$ cat src/rtl/sm9_accumulator_if.sv
// Handshake bundle for sm9_accumulator.
//   in_*  : upstream beat stream (valid/ready, 9-bit sign-magnitude data, early-close flag)
//   out_* : downstream group result (valid/ready, sum, overflow flag, beat count)
//   busy  : block is mid-group or holding a result
// slave  = accumulator view, master = producer/consumer view.
interface sm9_accumulator_if;
  logic       in_valid;
  logic       in_ready;
  logic [8:0] in_data;
  logic       in_last;
  logic       out_valid;
  logic       out_ready;
  logic [8:0] out_data;
  logic       out_overflow;
  logic [7:0] out_count;
  logic       busy;

  modport slave (
    input  in_valid, in_data, in_last, out_ready,
    output in_ready, out_valid, out_data, out_overflow, out_count, busy
  );

  modport master (
    output in_valid, in_data, in_last, out_ready,
    input  in_ready, out_valid, out_data, out_overflow, out_count, busy
  );
endinterface

$ cat src/rtl/sm9_accumulator.sv
// Sign-magnitude group accumulator.
// Sums a group of 9-bit sign-magnitude beats (bit 8 = sign, 7:0 = magnitude),
// closing on in_last or after LENGTH beats, and presents one saturated (or
// wrapped) result with a sticky overflow flag and the beat count.
// Ports:
//   clk   : rising-edge clock
//   rst_n : asynchronous active-low reset
//   bus   : sm9_accumulator_if.slave (in/out handshakes, result, busy)
module sm9_accumulator #(
  parameter int unsigned LENGTH   = 4,
  parameter bit          SATURATE = 1'b1
) (
  input  logic                  clk,
  input  logic                  rst_n,
  sm9_accumulator_if.slave      bus
);

  localparam logic [8:0] LEN9 = 9'(LENGTH);

  typedef enum logic [1:0] {IDLE, ACCUM, DONE} state_t;

  state_t     state_q;
  logic [8:0] acc_q;
  logic [7:0] cnt_q;
  logic       ovf_q;

  logic [8:0] in_norm;
  logic [9:0] sum;      // {overflow, sign, magnitude}
  logic [8:0] cnt_nxt;  // one bit wider so LENGTH=255 compares cleanly
  logic       accept;

  // Sign-magnitude add. Only like signs can overflow; the result never
  // carries a negative zero (wrap of -128 + -128 would otherwise give -0).
  function automatic logic [9:0] sm_add(input logic [8:0] a, input logic [8:0] b);
    logic [8:0] m;
    logic [7:0] mag;
    logic       sgn;
    logic       ovf;
    m   = 9'd0;
    ovf = 1'b0;
    sgn = a[8];
    mag = 8'd0;
    if (a[8] == b[8]) begin
      m   = {1'b0, a[7:0]} + {1'b0, b[7:0]};
      ovf = m[8];
      mag = (ovf && SATURATE) ? 8'hFF : m[7:0];
    end else if (a[7:0] > b[7:0]) begin
      mag = a[7:0] - b[7:0];
    end else begin
      mag = b[7:0] - a[7:0];
      sgn = b[8];
    end
    if (mag == 8'd0) sgn = 1'b0;
    return {ovf, sgn, mag};
  endfunction

  always_comb begin
    in_norm = (bus.in_data[7:0] == 8'd0) ? 9'd0 : bus.in_data;
    sum     = sm_add(acc_q, in_norm);
    cnt_nxt = {1'b0, cnt_q} + 9'd1;
    accept  = bus.in_valid && (state_q != DONE);
  end

  always_ff @(posedge clk or negedge rst_n) begin
    if (!rst_n) begin
      state_q <= IDLE;
      acc_q   <= 9'd0;
      cnt_q   <= 8'd0;
      ovf_q   <= 1'b0;
    end else begin
      case (state_q)
        IDLE: if (accept) begin
          acc_q   <= in_norm;
          cnt_q   <= 8'd1;
          ovf_q   <= 1'b0;
          state_q <= (bus.in_last || LENGTH == 1) ? DONE : ACCUM;
        end
        ACCUM: if (accept) begin
          acc_q <= sum[8:0];
          cnt_q <= cnt_nxt[7:0];
          ovf_q <= ovf_q | sum[9];
          if (bus.in_last || cnt_nxt == LEN9) state_q <= DONE;
        end
        DONE: if (bus.out_ready) state_q <= IDLE;
        default: state_q <= IDLE;
      endcase
    end
  end

  // All handshake outputs come straight from registers.
  assign bus.in_ready     = (state_q != DONE);
  assign bus.out_valid    = (state_q == DONE);
  assign bus.busy         = (state_q != IDLE);
  assign bus.out_data     = acc_q;
  assign bus.out_count    = cnt_q;
  assign bus.out_overflow = ovf_q;

endmodule
$ cat src/flat_wrapper.sv
// flat-port wrapper written by rule: the top's interface ports become plain ports
module sm9_accumulator_flat 
#(
  parameter int unsigned LENGTH   = 4,
  parameter bit          SATURATE = 1'b1
)
  (clk, rst_n, bus_in_valid, bus_in_data, bus_in_last, bus_out_ready, bus_in_ready, bus_out_valid, bus_out_data, bus_out_overflow, bus_out_count, bus_busy);
  sm9_accumulator_if bus_i ();
  input  logic clk;
  input  logic rst_n;
  input wire logic [$bits(bus_i.in_valid)-1:0] bus_in_valid;
  input wire logic [$bits(bus_i.in_data)-1:0] bus_in_data;
  input wire logic [$bits(bus_i.in_last)-1:0] bus_in_last;
  input wire logic [$bits(bus_i.out_ready)-1:0] bus_out_ready;
  output wire logic [$bits(bus_i.in_ready)-1:0] bus_in_ready;
  output wire logic [$bits(bus_i.out_valid)-1:0] bus_out_valid;
  output wire logic [$bits(bus_i.out_data)-1:0] bus_out_data;
  output wire logic [$bits(bus_i.out_overflow)-1:0] bus_out_overflow;
  output wire logic [$bits(bus_i.out_count)-1:0] bus_out_count;
  output wire logic [$bits(bus_i.busy)-1:0] bus_busy;
  assign bus_i.in_valid = bus_in_valid;
  assign bus_i.in_data = bus_in_data;
  assign bus_i.in_last = bus_in_last;
  assign bus_i.out_ready = bus_out_ready;
  assign bus_in_ready = bus_i.in_ready;
  assign bus_out_valid = bus_i.out_valid;
  assign bus_out_data = bus_i.out_data;
  assign bus_out_overflow = bus_i.out_overflow;
  assign bus_out_count = bus_i.out_count;
  assign bus_busy = bus_i.busy;
  sm9_accumulator #(.LENGTH(LENGTH), .SATURATE(SATURATE)) u_core (.clk(clk), .rst_n(rst_n), .bus(bus_i));
endmodule
$ cat config.mk
export PLATFORM = sky130hd
export DESIGN_NAME = sm9_accumulator_flat
export DESIGN_NICKNAME = d
export VERILOG_FILES = /design/src/rtl/sm9_accumulator_if.sv /design/src/rtl/sm9_accumulator.sv /design/src/flat_wrapper.sv
export SDC_FILE = /design/constraint.sdc
export NUM_CORES = 1
export LEC_CHECK = 0
export CORE_MARGIN = 4
export CORE_UTILIZATION = 30
export CTS_BUF_LIST = sky130_fd_sc_hd__clkbuf_8 sky130_fd_sc_hd__clkbuf_16
export DETAILED_ROUTE_END_ITERATION = 7
export SYNTH_ARGS = -nofsm -noshare
export SYNTH_HDL_FRONTEND = slang
export SYNTH_SLANG_ARGS = --single-unit
$ cat constraint.sdc
create_clock -name clk -period 7 [get_ports clk]
set_input_delay 1.4 -clock clk [delete_from_list [all_inputs] [get_ports clk]]
set_output_delay 1.4 -clock clk [all_outputs]
set_load 0.02 [all_outputs]
==> results.toml, run 1 <==
[floorplanning]
boundaryPins = 35
fp.dieArea_mm2 = 0.009121
floorplan.core_area_mm2 = 0.007331
rows = 31
dieWidth_um = 95.51
chipHeight_um = 95.51
floorplan.initialDensity_pct = 31.34

[worst_setup_path]
worstPathCellList = "clkdlybuf4s50_1 > ha_1 > inv_1 > fa_1 > nand3_1 > a21oi_2 > o32ai_4 > mux2_1 > o32ai_1 > o2bb2ai_1 > o21bai_1 > o32ai_1 > o211ai_1"
slowest_delay_ps = 590
worst-endpoint-required_ps = 7120
timing.critical_path.fanout_max = 8
startpoint_type = "input pin"
critPathKind = "in -> reg"
critical_path.endpoint_type = "flip-flop"
critical-path-slowest-cell = "sky130_fd_sc_hd__clkdlybuf4s50_1"
timing.critical_path.buf_inv = 2
critPathArrivalTime_ps = 4600
critical-path-top-cell-by-count = "sky130_fd_sc_hd__o32ai_1"
rrSetupSlack_ps = 3710
cpLargestDelayFamily = "compound AO/OA/AOI/OAI gates"

[global_routing]
grt_busiest_layer = "met2"
number_of_antenna_violations_at_the_first_check_in_global_routing = 0
track_usage_pct = 13.70
met1_usage_pct = 18.44
grt_remaining_overflow = 0
grt.met3_usage_pct = 1.421
pin_count_of_the_biggest_net_entering_global_routing = 27
grt_pass1_vias = 2151
grt_first_pass_wirelength_um = 10180
gr-usage-met2_pct = 22.80

[timing]
tns_ps = 0
timing.max_slew.rel_slack_pct = 40.78
rsz_0062_raised_after_global_routing = "false"
worstMarginPinSlew_ps = 885.5
period_needed_ps = 4476
maxSlewViolCount = 0
setup_viol_count_final = 0
final_worst_clock_skew_ps = 2.233
timing.final.hold_violations = 0
achievable-frequency_mhz = 223.4
period_share_pct = 63.94
timing.hold.ws_ps = 513.7

[run]
drv_cap = 0

[route]
routed_wirelength_um = 6038
wl_per_cell_um = 14.87
first_pass_iters = 4
drc = 0
detailedRoute.firstIterationViolations = 129
final_antenna_net_count = 0
avgViaCountPerCell = 5.286
routed-via-count = 2146

[cts]
post-cts-setup-buffer-count = 0
cts-buffers-inserted = 3
clock_tree.root_cell = "sky130_fd_sc_hd__clkbuf_8"
deepest_level_of_the_cts_h_tree = 1
clock_sink_count = 20
clk_pin_slew_worst_paths_ps = 70
total_of_hold_buffers_inserted_after_clock_tree_synthesis = 0
cts_tree = "done"
clk-insertion-delay-late_ps = 250
cts.repair.resized = 0
clock_tree.buffer_depth = 2

[logic_synthesis]
synth-async-reset-ratio_pct = 100.0
netlist-cell-type-count = 64
synthesis.area_per_instance_um2 = 8.117
synth.largest_area_cell = "sky130_fd_sc_hd__dfrtp_1"
synthDominantCellAreaShare_pct = 21.79
synth_warnings = 0
yosys-top-cells-area = "sky130_fd_sc_hd__dfrtp_1 (22%), sky130_fd_sc_hd__ha_1 (14%), sky130_fd_sc_hd__o21ai_0 (5.9%), sky130_fd_sc_hd__a21oi_1 (4.6%), sky130_fd_sc_hd__inv_1 (4.2%)"
netlist_area_mm2 = 0.002297
synthesis.nets = 325
ys.flop_type = "sky130_fd_sc_hd__dfrtp_1"
number_of_enable_type_register_cells_in_the_synthesized_netlist = 0
postSynthCellCount = 283
synth_sequential_area_ratio_pct = 21.79
yosys_register_bits = 20

[power]
share_clk_of_total_power_pct = 8.2
p_per_area_mw_per_mm2 = 381.2
power_mw = 1.041
switching_power_uw = 523.7
power_frac_seq_pct = 19.5
p_leak_nw = 1.188
power.combinational.fraction_pct = 72.3
netSwitchingFraction_pct = 50.31
vdd_ir_drop_max_mv = 0.1461
internal_power_uw = 517.2

[place]
finalWeightedCongestion = 0.8303
place_hpwl_um = 4874
portBuffers = 34

[status]
status = "complete, no violations"

[cells_and_area]
layout.cells.most_common = "sky130_fd_sc_hd__clkdlybuf4s50_1"
num_antenna_cells = 0
synthToLayoutAreaGrowth_pct = 18.85
nets = 350
post_route_cells_drive_above_1_share_pct = 7.166
final_cell_mix = "sky130_fd_sc_hd__clkdlybuf4s50_1 (34), sky130_fd_sc_hd__o21ai_0 (27), sky130_fd_sc_hd__inv_1 (26)"

[worst_hold_path]
holdCritPathClass = "reg -> reg"
[Yosys cell counts, drive strengths merged, types with 3 or more instances]
cell type,count
o32ai,4
nor2b,3
ha,25
fa,3
inv,27
or4,3
clkbuf,5
a21oi,25
nand2b,3
buf,8
xnor2,3
a211oi,3
nand3,11
o21ai,30
o21bai,3
and3,4
nor2,19
dfrtp,20
nand2,23
nand4,3
mux2i,6
nor3,7
o211ai,6
xor2,4
[sequential cells by signal, summed over array words and instances, names as in the netlist]
register,flops
u_core.bus.out_data,9
u_core.bus.out_overflow,1
u_core.bus.out_count,8
u_core.state_q,2
[final timing paths]
kind / start / to / cells past startpoint
setup / recovery: bus_in_data[0] / u_core.bus.out_data[8] / 13
hold / removal: u_core.bus.out_overflow / u_core.bus.out_overflow / 2
setup reg to reg: u_core.bus.out_data[0] / u_core.bus.out_data[8] / 13
hold reg to reg: u_core.bus.out_overflow / u_core.bus.out_overflow / 2
max in group asynchronous: rst_n / u_core.state_q[1] / 1
min in group asynchronous: rst_n / u_core.bus.out_count[7] / 1
[power groups by stage]
| stage | sequential (mW) | combinational (mW) | clock [mW] |
|---|---|---|---|
| 6_report | 0.203 | 0.753 | 0.0855 |
| 5_1_grt | 0.211 | 0.837 | 0.0932 |
| 4_1_cts | 0.204 | 0.752 | 0.0896 |
| 3_5_place_dp | 0.206 | 0.748 | 0 |
| 3_3_place_gp | 0.204 | 0.748 | 0 |
| 2_1_floorplan | 0.231 | 0.524 | 0 |
[layer usage]
metal,share of wire [%],vias up
li1,-,1061
met1,45,997
met2,47,74
met3,5.4,14
met4,2.5,0
met5,0,-
[final cells by class]
type	instances	area [um^2]
multi-input cells	222	1609
clock buffers	4	55.05
fillers	749	4601
flip-flops and latches	20	500.5
repair buffers	34	340.3
well taps	99	123.9
inverters	27	101.3
[cells by family (layout without fill, tap and decap cells)]
family | Yosys count | in the layout | share of synthesized area [%]
AO/OA/AOI/OAI | 92 | 92 | 28.05
multiplexers | 8 | 8 | 3.595
XOR/XNOR | 7 | 7 | 2.996
flip-flops | 20 | 20 | 21.79
buffers and inverters | 41 | 65 | 8.169
adder cells (fa/ha/maj) | 28 | 28 | 16.23
AND/OR/NAND/NOR | 87 | 87 | 19.17
[worst reg2reg max path, stage by stage, from the launching register on]
cell	delay, ps
sky130_fd_sc_hd__dfrtp_1	450
sky130_fd_sc_hd__inv_1	150
sky130_fd_sc_hd__ha_1	190
sky130_fd_sc_hd__inv_1	60
sky130_fd_sc_hd__fa_1	380
sky130_fd_sc_hd__nand3_1	160
sky130_fd_sc_hd__a21oi_2	110
sky130_fd_sc_hd__o32ai_4	430
sky130_fd_sc_hd__mux2_1	390
sky130_fd_sc_hd__o32ai_1	220
sky130_fd_sc_hd__o2bb2ai_1	130
sky130_fd_sc_hd__o21bai_1	170
sky130_fd_sc_hd__o32ai_1	220
sky130_fd_sc_hd__o211ai_1	120
[metrics by stage]
step                      area [um^2]  setup slack (ps)  util [%]  instances
after floorplan                  2297              2664         -        283
after global placement           2675              2309     36.49        402
after detailed placement         2675              2221     36.49        402
after CTS                        2730              2522     37.24        406
after global routing             2730              2248     37.24        406
final                            2730              2524     37.24        406
Note: power is estimated with default switching activity, not from simulation.
==> run 2: changes to the inputs <==
clock period = 4.3 ns   (was 7 ns; I/O delays follow)
==> run 2 against run 1 <==
  * Global-route usage up 0.70 points
  * Design area up 0.87%
  * Sequential power up 62%
  * Power up 65%
  * Count of clock-buffer cells in the layout down 1
  * Via count up 1.2%
  * Clock skew up 2.0 ps
  * Critical path depth unchanged
  * Die area unchanged
  * Clock power up 39%
  * Largest cell class unchanged
==> results.toml, run 2 (synthesized netlist as in run 1, its figures left out) <==
[power]
share_clk_of_total_power_pct = 6.9
power_frac_seq_pct = 19.2
power.combinational.fraction_pct = 73.9
p_leak_nw = 1.205
p_per_area_mw_per_mm2 = 623.4
switching_power_uw = 872.6
power_mw = 1.717
netSwitchingFraction_pct = 50.83
internal_power_uw = 844.0
vdd_ir_drop_max_mv = 0.2762

[timing]
period_needed_ps = 3812
final_worst_clock_skew_ps = 4.278
maxSlewViolCount = 0
timing.final.hold_violations = 0
tns_ps = 0
timing.max_slew.rel_slack_pct = 38.72
setup_viol_count_final = 0
rsz_0062_raised_after_global_routing = "false"
achievable-frequency_mhz = 262.3
worstMarginPinSlew_ps = 916.3
period_share_pct = 88.66

[cts]
clock_sink_count = 20
clk-insertion-delay-late_ps = 250
cts_tree = "done"
cts.repair.resized = 0
total_of_hold_buffers_inserted_after_clock_tree_synthesis = 0
clock_tree.buffer_depth = 2
clock_tree.root_cell = "sky130_fd_sc_hd__clkbuf_8"
post-cts-setup-buffer-count = 0
deepest_level_of_the_cts_h_tree = 1
cts-buffers-inserted = 3
clk_pin_slew_worst_paths_ps = 70

[cells_and_area]
nets = 355
synthToLayoutAreaGrowth_pct = 19.88
layout.cells.most_common = "sky130_fd_sc_hd__clkdlybuf4s50_1"
num_antenna_cells = 0
post_route_cell_area_mm2 = 0.002754
post_route_cells_drive_above_1_share_pct = 8.360
number_of_flip_flops_under_the_largest_register_name = 9
final_cell_mix = "sky130_fd_sc_hd__clkdlybuf4s50_1 (34), sky130_fd_sc_hd__o21ai_0 (27), sky130_fd_sc_hd__inv_1 (26)"
num-fill-cells = 754
regArea_um2 = 500.5
multiInputGateArea_mm2 = 0.001609

[floorplanning]
boundaryPins = 35
fp.dieArea_mm2 = 0.009121
dieWidth_um = 95.51
floorplan.core_area_mm2 = 0.007331
floorplan.initialDensity_pct = 31.34
rows = 31
chipHeight_um = 95.51

[worst_hold_path]
holdCritPathClass = "reg -> reg"
timing.hold.worst_path_depth = 1

[place]
portBuffers = 34
finalWeightedCongestion = 0.8600
place_hpwl_um = 4987
detailed_place.area_mm2 = 0.002713

[route]
first_pass_iters = 5
avgViaCountPerCell = 5.298
routed-via-count = 2172
routed_wirelength_um = 6259
wl_per_cell_um = 15.27
detailedRoute.firstIterationViolations = 141
final_antenna_net_count = 0
drc = 0

[worst_setup_path]
critPathArrivalTime_ps = 3940
timing.critical_path.fanout_max = 8
startpoint_type = "input pin"
worst-endpoint-required_ps = 4420
worst_r2r_path_depth = 13
critical_path.endpoint_type = "flip-flop"
critPathKind = "in -> reg"

[global_routing]
number_of_antenna_violations_at_the_first_check_in_global_routing = 0
grt_pass1_vias = 2188
pin_count_of_the_biggest_net_entering_global_routing = 27
track_usage_pct = 14.41
grt_first_pass_wirelength_um = 10530
grt_remaining_overflow = 0

[run]
drv_cap = 0

[status]
status = "complete, no violations"
run 2: changes by cell type in the layout (fill, tap and decap cells not counted):
cell and delta:
sky130_fd_sc_hd__buf_4 +5, sky130_fd_sc_hd__clkbuf_8 -1
run 2: per-stage QoR:
step,std cells,worst slack [ps],utilization (%),hold slack [ps]
global route,410,232.1,37.57,564.7
finish,410,487.6,37.57,518.0
detailed placement,407,190.3,37.00,506.3
floorplan,283,504.0,-,477.1
CTS,410,483.4,37.57,516.5
global placement,407,250.4,37.00,497.9
run 2: metal layers:
metal | vias up | global-route usage (%) | share of wire [%]
met1 | 1043 | 19.75 | 46
li1 | 1069 | - | -
met3 | 4 | 1.342 | 3.8
met2 | 56 | 24.66 | 50
met4 | 0 | 2.844 | 0.50
met5 | - | 0 | 0
run 2: cell type report:
class / count / share of cell area (%)
clock buffer: 3 / 1.499
sequential: 20 / 18.17
inverter: 27 / 3.680
multi-input combinational: 222 / 58.43
tap: 99 / 4.498
timing repair buffer: 39 / 13.72
run 2: power groups by stage:
stage | Sequential (mW) | Combinational, mW | Clock [mW]
after global routing | 0.343 | 1.40 | 0.133
after detailed placement | 0.332 | 1.26 | 0
after CTS | 0.329 | 1.27 | 0.126
after floorplan | 0.376 | 0.853 | 0
after global placement | 0.331 | 1.25 | 0
final | 0.329 | 1.27 | 0.119
run 2: worst max-delay path, cell delays in order:
cell	delay [ps]
sky130_fd_sc_hd__clkdlybuf4s50_1	480
sky130_fd_sc_hd__ha_1	170
sky130_fd_sc_hd__inv_1	60
sky130_fd_sc_hd__fa_1	410
sky130_fd_sc_hd__nand3_1	170
sky130_fd_sc_hd__a21oi_2	100
sky130_fd_sc_hd__o32ai_4	430
sky130_fd_sc_hd__mux2_1	380
sky130_fd_sc_hd__o32ai_1	220
sky130_fd_sc_hd__o2bb2ai_1	130
sky130_fd_sc_hd__o21bai_1	170
sky130_fd_sc_hd__o32ai_1	230
sky130_fd_sc_hd__o211ai_1	130
run 2: final timing paths:
path / startpoint / end / slack [ps]
max: bus_in_data[0] / u_core.bus.out_data[8] / 490
min: u_core.state_q[1] / u_core.state_q[1] / 520
max reg2reg: u_core.bus.out_data[0] / u_core.bus.out_data[8] / 960
min reg2reg: u_core.state_q[1] / u_core.state_q[1] / 520
max in group asynchronous: rst_n / u_core.bus.out_data[8] / 2620
min in group asynchronous: rst_n / u_core.bus.out_count[7] / 1120
